**config.mk**
```make
export PLATFORM = sky130hd
export DESIGN_NAME = mips_instruction_register
export DESIGN_NICKNAME = d
export VERILOG_FILES = /design/src/rtl/mips_pkg.sv /design/src/rtl/mips_byte_swap.sv /design/src/rtl/mips_instruction_register.sv
export SDC_FILE = /design/constraint.sdc
export NUM_CORES = 1
export LEC_CHECK = 0
export CORE_MARGIN = 2
export CORE_UTILIZATION = 41
export DETAILED_ROUTE_END_ITERATION = 10
export GPL_ROUTABILITY_DRIVEN = 0
export PLACE_DENSITY = 0.87
export SYNTH_ARGS = -nofsm -noshare
export SYNTH_HDL_FRONTEND = slang
export SYNTH_HIERARCHICAL = 1
export SYNTH_SLANG_ARGS = --single-unit
```
**constraint.sdc**
```tcl
create_clock -name clk -period 3 [get_ports clk]
set_input_delay 0.6 -clock clk [delete_from_list [all_inputs] [get_ports clk]]
set_output_delay 0.6 -clock clk [all_outputs]
set_load 0.05 [all_outputs]
```
**src/rtl/mips_pkg.sv**
```systemverilog
// Shared definitions for the MIPS fetch path: IR FSM states and instruction
// field geometry.
package mips_pkg;

  typedef enum logic [1:0] {
    IDLE  = 2'd0,
    REQ   = 2'd1,
    FULL  = 2'd2,
    FAULT = 2'd3
  } ir_state_e;

  localparam int unsigned INSTR_W   = 32;
  localparam int unsigned OPCODE_W  = 6;
  localparam int unsigned REG_W     = 5;
  localparam int unsigned SHAMT_W   = 5;
  localparam int unsigned FUNCT_W   = 6;
  localparam int unsigned OFFSET_W  = 16;
  localparam int unsigned TARGET_W  = 26;

  localparam int unsigned OPCODE_LSB = 26;
  localparam int unsigned RS_LSB     = 21;
  localparam int unsigned RT_LSB     = 16;
  localparam int unsigned RD_LSB     = 11;
  localparam int unsigned SHAMT_LSB  = 6;
  localparam int unsigned FUNCT_LSB  = 0;
  localparam int unsigned OFFSET_LSB = 0;
  localparam int unsigned TARGET_LSB = 0;

  // Where a fetch request lands: only word-aligned addresses reach the bus.
  function automatic ir_state_e fetch_target(input logic [1:0] pc_lo);
    return (pc_lo == 2'b00) ? REQ : FAULT;
  endfunction

endpackage

```
**src/rtl/mips_byte_swap.sv**
```systemverilog
// Little-endian bus word to big-endian instruction order; pass-through when
// EN is cleared.
module mips_byte_swap #(
  parameter bit EN = 1'b1
) (
  input  logic [31:0] d_i,
  output logic [31:0] d_o
);

  assign d_o = EN ? {d_i[7:0], d_i[15:8], d_i[23:16], d_i[31:24]} : d_i;

endmodule

```
**src/rtl/mips_instruction_register.sv**
```systemverilog
// Instruction register with a single-word bus fetcher; holds one instruction
// until consumed and goes sticky-faulted on a misaligned fetch.
module mips_instruction_register
  import mips_pkg::*;
#(
  parameter bit          BYTE_SWAP   = 1'b1,
  parameter logic [31:0] RESET_INSTR = 32'h0000_0000
) (
  input  logic        clk,
  input  logic        rst,
  input  logic        fetch_req,
  input  logic [31:0] pc,
  input  logic        ir_consume,
  output logic [31:0] mem_address,
  output logic        mem_read,
  input  logic        mem_waitrequest,
  input  logic [31:0] mem_readdata,
  output logic        ir_valid,
  output logic [31:0] instr,
  output logic [5:0]  opcode,
  output logic [4:0]  rs,
  output logic [4:0]  rt,
  output logic [4:0]  rd,
  output logic [4:0]  shamt,
  output logic [5:0]  funct,
  output logic [15:0] offset,
  output logic [25:0] target,
  output logic        busy,
  output logic        fault
);

  ir_state_e   state_q, state_d;
  logic [31:0] instr_q, instr_d;
  logic [31:0] addr_q,  addr_d;
  logic [31:0] rdata_be;

  mips_byte_swap #(.EN(BYTE_SWAP)) u_swap (
    .d_i (mem_readdata),
    .d_o (rdata_be)
  );

  always_ff @(posedge clk or negedge rst) begin
    if (!rst) begin
      state_q <= IDLE;
      instr_q <= RESET_INSTR;
      addr_q  <= '0;
    end else begin
      state_q <= state_d;
      instr_q <= instr_d;
      addr_q  <= addr_d;
    end
  end

  // Outputs decode from state_q only; mem_waitrequest steers next state alone.
  always_comb begin
    state_d  = state_q;
    instr_d  = instr_q;
    addr_d   = addr_q;
    mem_read = 1'b0;
    busy     = 1'b0;
    ir_valid = 1'b0;
    fault    = 1'b0;
    unique case (state_q)
      IDLE: begin
        if (fetch_req) begin
          state_d = fetch_target(pc[1:0]);
          addr_d  = pc;
        end
      end
      REQ: begin
        mem_read = 1'b1;
        busy     = 1'b1;
        if (!mem_waitrequest) begin
          instr_d = rdata_be;
          state_d = FULL;
        end
      end
      FULL: begin
        ir_valid = 1'b1;
        if (ir_consume) begin
          state_d = IDLE;
          if (fetch_req) begin
            state_d = fetch_target(pc[1:0]);
            addr_d  = pc;
          end
        end
      end
      FAULT: fault = 1'b1;
      default: state_d = IDLE;
    endcase
  end

  assign mem_address = addr_q;
  assign instr       = instr_q;
  assign opcode      = instr_q[OPCODE_LSB +: OPCODE_W];
  assign rs          = instr_q[RS_LSB     +: REG_W];
  assign rt          = instr_q[RT_LSB     +: REG_W];
  assign rd          = instr_q[RD_LSB     +: REG_W];
  assign shamt       = instr_q[SHAMT_LSB  +: SHAMT_W];
  assign funct       = instr_q[FUNCT_LSB  +: FUNCT_W];
  assign offset      = instr_q[OFFSET_LSB +: OFFSET_W];
  assign target      = instr_q[TARGET_LSB +: TARGET_W];

endmodule
```
Word level (Yosys, flattened, before mapping) --
Index checks and enable logic that the tools add are counted.
Operators by class: eq/ne operators 6, muxes and demuxes 12, bitwise logic cells 1, reductions and logical operators 7
Operator list (count):
- $mux 32 | 2
- $pmux 32 s2 | 1
- $mux 2 | 5
- $ne 2x2->1 const B | 3
- $pmux 2 s3 | 1
- $eq 2x2->1 const B | 2
- $logic_not 2->1 | 2
- $reduce_and 2->1 | 2
- $reduce_and 4->1 | 1
- $mux 1 | 3
- $reduce_bool 3->1 | 1
- $eq 2x1->1 const B | 1
- $reduce_bool 2->1 | 1
- $not 1->1 | 1
Storage, ports and cells: register bits 66, output and inout bits 142, word-level logic and storage cells 29

Longest topological paths before layout --
Gate-level depths: netlist (run 1).
depth in word-level cells 5, mapped depth 6, mapped depth without buffers 5

Hierarchy --
The synthesis (run 1) kept the hierarchy.
Modules (own cells, without submodules):
- mips_instruction_register | instances 1, cells each 232, area an instance 3288.2 um2, seq. area each 1651.6 um2
- mips_byte_swap | instances 1, cells each 32, area an instance 240.2 um2, seq. area each 0.0 um2

Least setup slack after synthesis (run 1) --
OpenSTA, ideal clock, no wires.
kind register to register, from register state_q[0], to register addr_q[10], in the netlist mem_address[10], setup time 0.125 ns, arrival time 1.956 ns, required time 2.875 ns, setup slack 0.919 ns, cell stages (with the launch flop) 7, cells stage by stage dfrtp_1 inv_1 ha_1 mux2_4 nand2_4 buf_6 mux2_4
Between the ends: cells in the longest elaborated chain, start to end 3, elaborated cells between the ends (all ways) 6, those cells by class eq/ne: 2; mux: 1; reduce/logical: 3
Ends and longest elaborated chain:
- start, declared | RTL line mips_instruction_register.sv:32 | ir_state_e state_q, state_d;
- start signal, assigned | RTL line mips_instruction_register.sv:48 | state_q <= state_d;
- $eq 2x2->1 / $logic_not 2->1 (equally long branches) | RTL line mips_instruction_register.sv:63 | unique case (state_q)
- $ne 2x2->1 (no line) / $reduce_bool 2->1 (equally long branches)
- $reduce_and 2->1 (no line)
- end signal, assigned | RTL line mips_instruction_register.sv:50 | addr_q <= addr_d;
- end, declared | RTL line mips_instruction_register.sv:34 | logic [31:0] addr_q, addr_d;
Parallel ways exist; a longest one is shown, timed or not. A chain may end at the register's enable or synchronous reset.

Worst setup path in the final report (run 1) --
from register state_q[1], to output port busy
Between the ends: cells in the longest elaborated chain, start to end 2
Ends and longest elaborated chain:
- $eq 2x1->1 | RTL line mips_instruction_register.sv:63
- $mux 1 | RTL line mips_instruction_register.sv:63
- end, declared | RTL line mips_instruction_register.sv:28 | output logic busy,
No other way between the ends.

==> flow_summary.ini, run 1 <==
[outcome]
outcome = finished clean

[critical_path]
worstSetupStartpointType = flip-flop
worstPathArrival_ns = 2.04
crit_type = reg -> out
regToRegEndpoint = mem_address[0]
r2r_slack_ns = 0.90
rr_startpoint = state_q[0]
cpPeakStageDelay_ns = 0.86
critical_path.cell_chain = inv_1 > ha_1 > clkdlybuf4s50_1
end_kind = output pin
slowest_stage = clkdlybuf4s50_1
critPathMaxFanout = 6
cp_data_required_time_ns = 2.40
r2r_cells = 5

[die]
core_um2 = 8299
rows = 33
pin_count = 211
dieArea_um2 = 9363
start_util_pct = 42.51
die_w_um = 96.77
die_h_um = 96.77

[layout]
num_antenna_cells = 0
layout.nets = 447
drive_above_1_share_pct = 22.02
final_cell_mix = clkdlybuf4s50_1, dfrtp_1, mux2_2
syn_to_final_growth_pct = 44.89
final_common_cell = clkdlybuf4s50_1

[synth]
yosys_warnings = 6
synth_top_cell_area_share_pct = 46.81
synth_area_um2 = 3528
synth_fa_ha_area_share_pct = 1.773
synth_xor_xnor_area_share_pct = 0
seq_area_frac_synth_pct = 46.81
synthMuxAreaShare_pct = 24.61
synth_enable_flop_cells = 0
synthSimpleGateAreaFrac_pct = 1.064
synth_top_family_by_area = buffers and inverters
synth_nets = 338
netlist_instances = 264
synth_area_leaders = dfrtp_1, buf_4, mux2_4, mux2_2, ha_1
synth-compound-area-share_pct = 1.028
synth-seq-cells = 66
dominantRegCellSynth = dfrtp_1
yosys.area.top_type = dfrtp_1
syn_avg_cell_area_um2 = 13.37
ys_types = 17
synthArstFlopShare_pct = 100.0

[clock_network]
post_cts_resize_count = 0
cts_hold_buffers = 0
post-cts-setup-buffer-count = 0
cts.sink_count = 66
numCtsBuffers = 9
path_clk_slew_ns = 0.07
cts.path.max_buffers = 2
cts_htree_levels = 3
clk_latency_ns = 0.33
cts-root-buf = clkbuf_8
cts_tree = done

[grt]
grt_pass1_wl_mm = 12.28
track_usage_pct = 16.41
grt_pass1_vias = 2341
grt_max_degree = 36
antenna_found_initial = 0
grt_remaining_overflow = 0

[routing]
drc = 0
drtIter0Drc = 20
post_drt_wl_per_cell_um = 15.67
vias = 2164
drtAntennaViolNets = 0
routed_wl_mm = 7.553
routed_via_density = 4.490
drtPass1Iterations = 4

[min_path]
hold_class = in -> async

[sta]
slew_violations = 0
setup_viol = 0
max_freq_mhz = 378.4
fin_crit_sh_pct = 88.10
slew_headroom_pct = 51.63
tightestPinTransition_ns = 0.7256
rsz0062_at_grt = false
worst_clock_skew_ns = 0.006000
fin_crit_ns = 2.643
setup-tns-final_ns = 0
hold_viol_final = 0

[place]
port_buffers = 210
place_hpwl_mm = 5.857

[run]
max-cap-violations = 0
-- cells in the mapped netlist, types with 2 or more instances --
cell type,number
ha_1,5
buf_4,110
mux2_2,33
inv_1,2
mux2i_1,2
mux2_4,31
nor2b_1,3
buf_6,3
nor2_1,2
dfrtp_1,66
-- flip-flops by register name, summed over array words and instances, names as in the netlist --
register	flops
instr	32
mem_address	32
state_q	2
-- area by class of cell --
| type | instances | area (um^2) |
|---|---|---|
| multi-input combinational | 82 | 1012 |
| inverter | 2 | 7.507 |
| timing repair buffer | 212 | 2125 |
| tap | 105 | 131.4 |
| clock inverter | 3 | 40.04 |
| sequential | 66 | 1652 |
| clock buffer | 12 | 145.1 |
| fill | 667 | 3187 |
-- critical path: cells and delay by family, from the launching register on --
| family | cells | cell delay [ns] |
|---|---|---|
| flip-flops | 1 | 0.42 |
| buffers and inverters | 2 | 0.98 |
| adder cells (fa/ha/maj) | 1 | 0.32 |
-- per-stage QoR --
step | util [%] | setup slack, ns | hold WS (ns) | instances | instance area (um^2)
2_1_floorplan | - | 0.9193 | 0.3044 | 264 | 3528
3_3_place_gp | 59.37 | 0.7493 | 0.4956 | 467 | 4927
3_5_place_dp | 59.37 | 0.7081 | 0.4942 | 467 | 4927
4_1_cts | 61.60 | 0.3496 | 0.3360 | 482 | 5112
5_1_grt | 61.60 | 0.2631 | 0.3881 | 482 | 5112
6_report | 61.60 | 0.3571 | 0.3153 | 482 | 5112
-- logic make-up (layout without fill, tap and decap cells) --
family	Yosys count	in the layout
AND/OR/NAND/NOR	6	6
AO/OA/AOI/OAI	4	4
buffers and inverters	116	229
adder cells (fa/ha/maj)	5	5
flip-flops	66	66
multiplexers	67	67
-- routing by layer --
metal	part of all wire, %	GRT usage (%)	wire (um)
met5	0	0	0
met4	1.6	5.634	119
met3	8.0	5.636	603
met2	53	28.85	3967
met1	38	18.53	2863
-- worst max-delay path by stage --
stage / from / end / slack [ns] / cells after the start
6_report: state_q[1] / busy / 0.36 / 3
5_1_grt: state_q[1] / busy / 0.26 / 3
4_1_cts: state_q[1] / busy / 0.35 / 3
3_5_place_dp: ir_consume / mem_address[0] / 0.71 / 4
3_3_place_gp: ir_consume / mem_address[31] / 0.75 / 4
2_1_floorplan: state_q[0] / mem_address[10] / 0.92 / 6
Power of run 1 is not shown: default switching activity piles up to over one toggle a cycle in this logic, so the estimate is an artifact.
==> run 2, diff against run 1 <==
--- a/constraint.sdc
+++ b/constraint.sdc
@@ -3,2 +3,2 @@
 set_output_delay 0.6 -clock clk [all_outputs]
-set_load 0.05 [all_outputs]
+set_load 0.1 [all_outputs]
==> run 2 against run 1 <==
Effect of this change:
- worst hold slack gained 0.015 ns
- sequential cell count is the same
- design area shrank 6.6%
- highest routed layer unchanged
- utilization shrank 4.1 points
- first-iteration DRC count grew 30%
- setup slack gained 0.52 ns
- largest cell class unchanged
==> flow_summary.ini, run 2 (synthesis results as in run 1) <==
[clock_network]
cts_htree_levels = 3
numCtsBuffers = 9
clk_latency_ns = 0.33
post-cts-setup-buffer-count = 0
cts.sink_count = 66
cts_hold_buffers = 0
cts-root-buf = clkbuf_8
post_cts_resize_count = 0
cts.path.max_buffers = 2
path_clk_slew_ns = 0.07
cts_tree = done

[outcome]
outcome = finished clean

[routing]
routed_via_density = 4.456
wl_met1_mm = 2.678
top_layer = met4
post_drt_wl_per_cell_um = 14.63
wl_met2_mm = 3.601
drc = 0
drtIter0Drc = 26
drtPass1Iterations = 5
wl_met3_um = 631
vias = 2148
routed_wl_mm = 7.051
drtAntennaViolNets = 0

[sta]
setup-tns-final_ns = 0
max_freq_mhz = 471.3
worst_clock_skew_ns = 0.009003
rsz0062_at_grt = false
tightestPinTransition_ns = 0.7444
fin_crit_sh_pct = 70.72
whs_ns = 0.3300
hold_viol_final = 0
fin_crit_ns = 2.122
slew_headroom_pct = 50.37
setup_viol = 0
slew_violations = 0

[layout]
syn_to_final_growth_pct = 35.35
drive_above_1_share_pct = 59.95
num_antenna_cells = 0
layout.nets = 447
final_common_cell = buf_4
final_cell_mix = buf_4, clkdlybuf4s50_1, dfrtp_1

[die]
dieArea_um2 = 9363
die_w_um = 96.77
die_h_um = 96.77
rows = 33
core_um2 = 8299
pin_count = 211
start_util_pct = 42.51

[critical_path]
cp_data_required_time_ns = 2.40
rr_startpoint = state_q[0]
critPathMaxFanout = 6
regToRegEndpoint = mem_address[0]
r2r_cells = 5
r2r_slack_ns = 0.89
worstSetupStartpointType = flip-flop
worstPathArrival_ns = 1.52
crit_type = reg -> out
end_kind = output pin

[min_path]
hold_class = in -> async

[grt]
grt_pass1_wl_mm = 11.33
antenna_found_initial = 0
grt_remaining_overflow = 0
track_usage_pct = 15.08
grt_max_degree = 35
grt_pass1_vias = 2198

[place]
port_buffers = 210
place_hpwl_mm = 5.502

[run]
max-cap-violations = 0
-- run 2: changes by cell type in the layout (fill, tap and decap cells not counted) --
| cell | change |
|---|---|
| clkinv_2 | -1 |
| clkbuf_1 | -1 |
| buf_4 | +142 |
| clkdlybuf4s50_1 | -142 |
| clkbuf_8 | +2 |
-- run 2: worst max-delay path: stages (launching register included) --
cell	delay (ns)
dfrtp_1	0.41
inv_1	0.11
ha_1	0.31
buf_4	0.35
-- run 2: cell type report --
class	count	area, um^2
Multi-Input combinational cell	82	1012
Clock inverter	2	35.03
Inverter	2	7.507
Timing Repair Buffer	212	1769
Tap cell	105	131.4
Sequential cell	66	1652
Clock buffer	13	168.9
Fill cell	646	3523
-- run 2: layer usage --
layer  vias up  GRT usage [%]
met5         -              0
met4         0          6.067
met3        12          5.275
met2       127          25.91
met1      1025          17.11
li1        984              -
-- run 2: worst max path at each step --
stage / slack (ns) / end / startpoint
after floorplan: 0.58 / mem_address[10] / state_q[0]
after global placement: 0.74 / mem_address[31] / ir_consume
after detailed placement: 0.70 / mem_address[0] / ir_consume
after CTS: 0.85 / mem_read / state_q[1]
after global routing: 0.76 / mem_address[0] / state_q[0]
final: 0.88 / mem_read / state_q[1]
-- run 2: per-stage QoR --
step                util, %  worst slack, ns  cells  cell area [um^2]
global route          57.55           0.7575    482              4776
global placement      55.09           0.7434    467              4572
detailed placement    55.09           0.7011    467              4572
CTS                   57.55           0.8532    482              4776
finish                57.55           0.8783    482              4776
floorplan                 -           0.5810    264              3528
Power of run 2 is left out for the same reason.
==> variant 1, RTL diff (flow settings as in run 2) <==
Make the reset (`rst`) synchronous in one clocked block.
--- a/src/rtl/mips_instruction_register.sv
+++ b/src/rtl/mips_instruction_register.sv
@@ -39,7 +39,7 @@
     .d_o (rdata_be)
   );
 
-  always_ff @(posedge clk or negedge rst) begin
+  always_ff @(posedge clk) begin
     if (!rst) begin
       state_q <= IDLE;
       instr_q <= RESET_INSTR;
Function: differs if rst is asserted again (counterexample within 4 cycles, from zero or initial values and one cycle with rst low); with rst held inactive, the same outputs for 10 cycles.
==> variant 1 against run 2 <==
  * Worst setup slack better by 51 ps
  * Wire length up 19%
  * Critical path depth unchanged
  * Sequential share of layout area down 5.5 points
  * Area after synthesis down 4.8%
  * Highest routed layer unchanged
  * Cell count up 28%
  * Sequential cell count unchanged
  * Design area down 5.0%
==> variant 1: results (changes against run 2) <==
** Run status
- Status: finished clean (unchanged).

** Setup path
- Biggest fanout along the worst timing path :: 7 (was 6)
- The reg2reg setup slack came to 1290 ps (was 890 ps).
- The master of the slowest instance on the critical path is sky130_fd_sc_hd__dfxtp_1 (was sky130_fd_sc_hd__dfrtp_1).
- The length in cells of the worst reg-to-reg path was 6 (was 5).
- Reg-to-Reg Start :: state_q[0] (unchanged)
- Terminus of the critical flop-to-flop path :: mem_address[29] (was mem_address[0])
- The highest cell delay on the worst timing path was 360 ps (was 410 ps).

** Detailed routing
- Iter 0 DRT Violations :: 97 (was 26)
- The via-per-instance ratio is 4.78 (was 4.46).
- Average detailed-routed wire length per instance :: 13.6 µm (was 14.6 µm)
- Wire length the detailed router placed on met1 :: 3.22 mm (was 2.68 mm)
- The met2 layer wire length in the routed design is 4.36 mm (was 3.60 mm).
- The count of TritonRoute iterations in the first routing pass is 4 (was 5).
- Routed met3 length :: 731 µm (was 631 µm)

** Synthesis
- The synthesized net count was 492 (was 338).
- Most used standard cells in the synthesized netlist: 109 x sky130_fd_sc_hd__buf_4, 66 x sky130_fd_sc_hd__dfxtp_1, 66 x sky130_fd_sc_hd__nand2_1 (was 110 x sky130_fd_sc_hd__buf_4, 66 x sky130_fd_sc_hd__dfrtp_1, 33 x sky130_fd_sc_hd__mux2_2).
- Yosys cell types :: 24 (was 17)
- The share of the yosys chip area belonging to registers came to 39.3% (was 46.8%).
- The fraction of post-synthesis cell area in the top cell type by area was 39.3% (was 46.8%).
- Top cells by area, synth :: sky130_fd_sc_hd__dfxtp_1 39%, sky130_fd_sc_hd__buf_4 24%, sky130_fd_sc_hd__a21oi_1 9.7%, sky130_fd_sc_hd__nand2_1 7.4%, sky130_fd_sc_hd__nand3_1 4.9% (was sky130_fd_sc_hd__dfrtp_1 47%, sky130_fd_sc_hd__buf_4 23%, sky130_fd_sc_hd__mux2_4 13%, sky130_fd_sc_hd__mux2_2 11%, sky130_fd_sc_hd__ha_1 1.8%)

** Min path
- Path class of the lowest-slack min-delay path :: reg -> reg (was in -> async)

** Global route
- The global-route track usage on met2 came to 31.7% (was 25.9%).
- First-pass GRT wire length :: 12.2 mm (was 11.3 mm)
- Pin count of the biggest net entering global routing :: 40 (was 35)
- Met1 demand-to-capacity share in global routing :: 18.6% (was 17.1%)
- Global routing usage on met3 :: 5.51% (was 5.27%)
- The overall fraction of global-route tracks in use came to 17.2% (was 15.1%).
- The number of global-route vias before repair is 2561 (was 2198).

** Layout
- The fraction of layout cells with a size suffix above 1 is 32.6% (was 59.9%).
- The number of inserted filler cells in the final layout came to 726 (was 646).
- The number of antenna cells inserted was 0 (unchanged).
- The number of nets in the layout came to 584 (was 447).

** Placed design
- Placed wire-length estimate :: 6.20 mm (was 5.50 mm)
- The standard cell area after detailed placement was 4340 µm² (was 4570 µm²).
- The post-placement setup slack was 755 ps (was 701 ps).

** Clock network
- Setup Fix Bufs, Post-CTS :: 0 (unchanged)

** STA
- Worst slew pin tran :: 791 ps (was 744 ps)
- Worst Skew :: 2.28 ps (was 9.00 ps)
==> variant 1: final cells by class <==
class / instances / area share [%]
sequential: 66 / 29.1
clock buffer: 11 / 3.34
tap: 105 / 2.90
timing repair buffer: 215 / 39.6
clock inverter: 3 / 0.883
inverter: 4 / 0.331
multi-input combinational: 214 / 23.8
==> variant 1: worst max-delay path: cells and delay by family, from the launching register on <==
| kind | cells | cell delay, ps |
|---|---|---|
| adder cells (fa/ha/maj) | 1 | 330 |
| buffers and inverters | 2 | 450 |
| flip-flops | 1 | 360 |
==> variant 1: power groups by stage <==
stage                     registers [mW]  logic [mW]  clock network [mW]
after floorplan                     2.19        1.89                   0
after global placement              1.17        3.29                   0
after detailed placement            1.18        3.32                   0
after CTS                           1.16        3.32               0.744
after global routing                1.18        3.44               0.775
final                               1.16        3.31               0.721
==> variant 1: metrics by stage <==
step	utilization, %	hold WS [ps]	cells
finish	56.0	475	618
global route	56.0	500	618
CTS	56.0	477	618
detailed placement	53.7	468	604
global placement	53.7	460	604
floorplan	-	526	418
==> variant 1: worst max path at each step <==
stage / to / slack, ps / cells past startpoint
after floorplan: mem_read / 670 / 3
after global placement: mem_address[16] / 820 / 4
after detailed placement: mem_address[29] / 750 / 4
after CTS: ir_valid / 900 / 3
after global routing: ir_valid / 840 / 3
final: ir_valid / 930 / 3
==> variant 1: kinds of logic after synthesis <==
| logic type | after synthesis | share of synthesized area (%) |
|---|---|---|
| buf+inv | 138 | 28.6 |
| simple gates | 104 | 13.2 |
| compound gates | 103 | 16.2 |
| flops | 66 | 39.3 |
| fa+ha+maj | 5 | 1.86 |
| mux | 2 | 0.856 |
==> variant 2, RTL diff (config.mk and constraints of run 2) <==
Without the edit above. The 4 states of `ir_state_e` get a one-hot encoding in 4 bits.
--- a/src/rtl/mips_pkg.sv
+++ b/src/rtl/mips_pkg.sv
@@ -2,11 +2,11 @@
 // field geometry.
 package mips_pkg;
 
-  typedef enum logic [1:0] {
-    IDLE  = 2'd0,
-    REQ   = 2'd1,
-    FULL  = 2'd2,
-    FAULT = 2'd3
+  typedef enum logic [3:0] {
+    IDLE  = 4'b0001,
+    REQ   = 4'b0010,
+    FULL  = 4'b0100,
+    FAULT = 4'b1000
   } ir_state_e;
 
   localparam int unsigned INSTR_W   = 32;
Function: no difference found for any inputs over 10 cycles, from zero or initial values and one cycle with rst low; not proved beyond that.
==> variant 2 against run 2 <==
  * Highest routed layer unchanged
  * Sequential share of layout area rose by 0.17 points
  * Wire length rose by 2.3%
  * Critical path depth fell by 1
  * Worst setup slack got worse by 1.2 ps
  * Critical path type unchanged
  * Area after synthesis rose by 2.8%
  * Design area rose by 2.6%
  * Sequential cell count rose by 2
Power is not shown: default switching activity piles up to over one toggle a cycle in this logic, so the estimate is an artifact.
==> variant 2: results (changes against run 2) <==
** Synthesis
- Mapped Nets :: 346 (was 338)
- Share of the yosys chip area belonging to registers :: 46.9% (was 46.8%)
- Avg Cell Area, Syn :: 13.1 µm² (was 13.4 µm²)
- The number of unique standard cell types used by synthesis was 25 (was 17).
- Most used standard cells in the synthesized netlist :: 107 x sky130_fd_sc_hd__buf_4, 67 x sky130_fd_sc_hd__dfrtp_1, 35 x sky130_fd_sc_hd__mux2_2 (was 110 x sky130_fd_sc_hd__buf_4, 66 x sky130_fd_sc_hd__dfrtp_1, 33 x sky130_fd_sc_hd__mux2_2)
- Top cells by area, synth: sky130_fd_sc_hd__dfrtp_1 46%, sky130_fd_sc_hd__buf_4 22%, sky130_fd_sc_hd__mux2_4 12%, sky130_fd_sc_hd__mux2_2 11%, sky130_fd_sc_hd__buf_12 1.7% (was sky130_fd_sc_hd__dfrtp_1 47%, sky130_fd_sc_hd__buf_4 23%, sky130_fd_sc_hd__mux2_4 13%, sky130_fd_sc_hd__mux2_2 11%, sky130_fd_sc_hd__ha_1 1.8%).

** Placed design
- Number of instances in the placed design :: 486 (was 467)
- The post-placement setup slack was 681 ps (was 701 ps).
- Placement Cell Area :: 4670 µm² (was 4570 µm²)
- The HPWL after detailed placement came to 5.54 mm (was 5.50 mm).

** Setup path
- Data arrival time of the critical path :: 1520 ps (about the same)
- Critical path destination :: ir_valid (was mem_read)
- The critical register-to-register path startpoint is state_q[3] (was state_q[0]).
- Biggest fanout along the worst timing path :: 7 (was 6)
- The reg2reg setup slack came to 1080 ps (was 890 ps).
- The cell family with the largest share of critical-path delay is flip-flops (was buffers and inverters).
- The worst reg2reg path endpoint is instr[13] (was mem_address[0]).
- Max incr delay on CP :: 470 ps (was 410 ps)

** Detailed routing
- The count of TritonRoute iterations in the first routing pass was 4 (was 5).
- Routed Wire Length :: 7.22 mm (was 7.05 mm)
- The via-per-instance ratio came to 4.54 (was 4.46).
- The number of DRC markers in iteration 0 is 47 (was 26).

** Layout
- The post-layout instance count excluding filler cells came to 502 (was 482).
- The footprint of the multi-input gates was 1020 µm² (was 1010 µm²).
- Fraction of final layout cells sized beyond drive strength 1 :: 59.6% (was 59.9%)
- Final #Nets :: 458 (was 447)
- Filler cells :: 693 (was 646)

** STA
- Worst Skew :: 5.62 ps (was 9.00 ps)
- Worst slew margin relative to its limit :: 55.5% (was 50.4%)
- Worst hold slack after final layout :: 289 ps (was 330 ps)

** Global route
- The largest net degree at the start of global routing is 41 (was 35).
- The overall fraction of global-route tracks in use was 14.9% (was 15.1%).
- The first-pass GRT wire length is 11.4 mm (was 11.3 mm).
- Number of global-route vias before repair :: 2221 (was 2198)

** Clock network
- Number of gates given a new drive strength after cts :: 0 (unchanged)
- The largest buffer count on any clock path is 2 (unchanged).

** Run status
- Status: finished clean (unchanged).
## variant 2: changes by cell type after synthesis, sizes merged, moves of 2 or more
cell / run 2 / this run
ha: 5 / 0
nor2: 2 / 6
and2b: 0 / 3
nand2: 1 / 4
nor2b: 3 / 0
inv: 2 / 4
mux2i: 2 / 0
nor3b: 0 / 2
o21ai: 0 / 2
o31ai: 0 / 2
## variant 2: per-layer routing
metal / track usage, % / routed length (µm)
met4: 5.45 / 102
met5: 0 / 0
met3: 5.73 / 740
met2: 25.0 / 3670
met1: 17.5 / 2710
## variant 2: cell type report
cell class | instances | area share, %
timing repair buffer | 214 | 36.7
clock buffer | 10 | 2.81
tap | 108 | 2.76
multi-input combinational | 92 | 20.9
clock inverter | 6 | 1.79
sequential | 68 | 34.8
inverter | 4 | 0.306
## variant 2: cells by family (layout without fill, tap and decap cells)
kind of cell	count (synthesis)	in the layout	synth area share, %
buf+inv	117	234	25.1
flops	68	68	46.9
mux	65	65	23.3
simple gates	19	19	3.17
compound gates	8	8	1.48
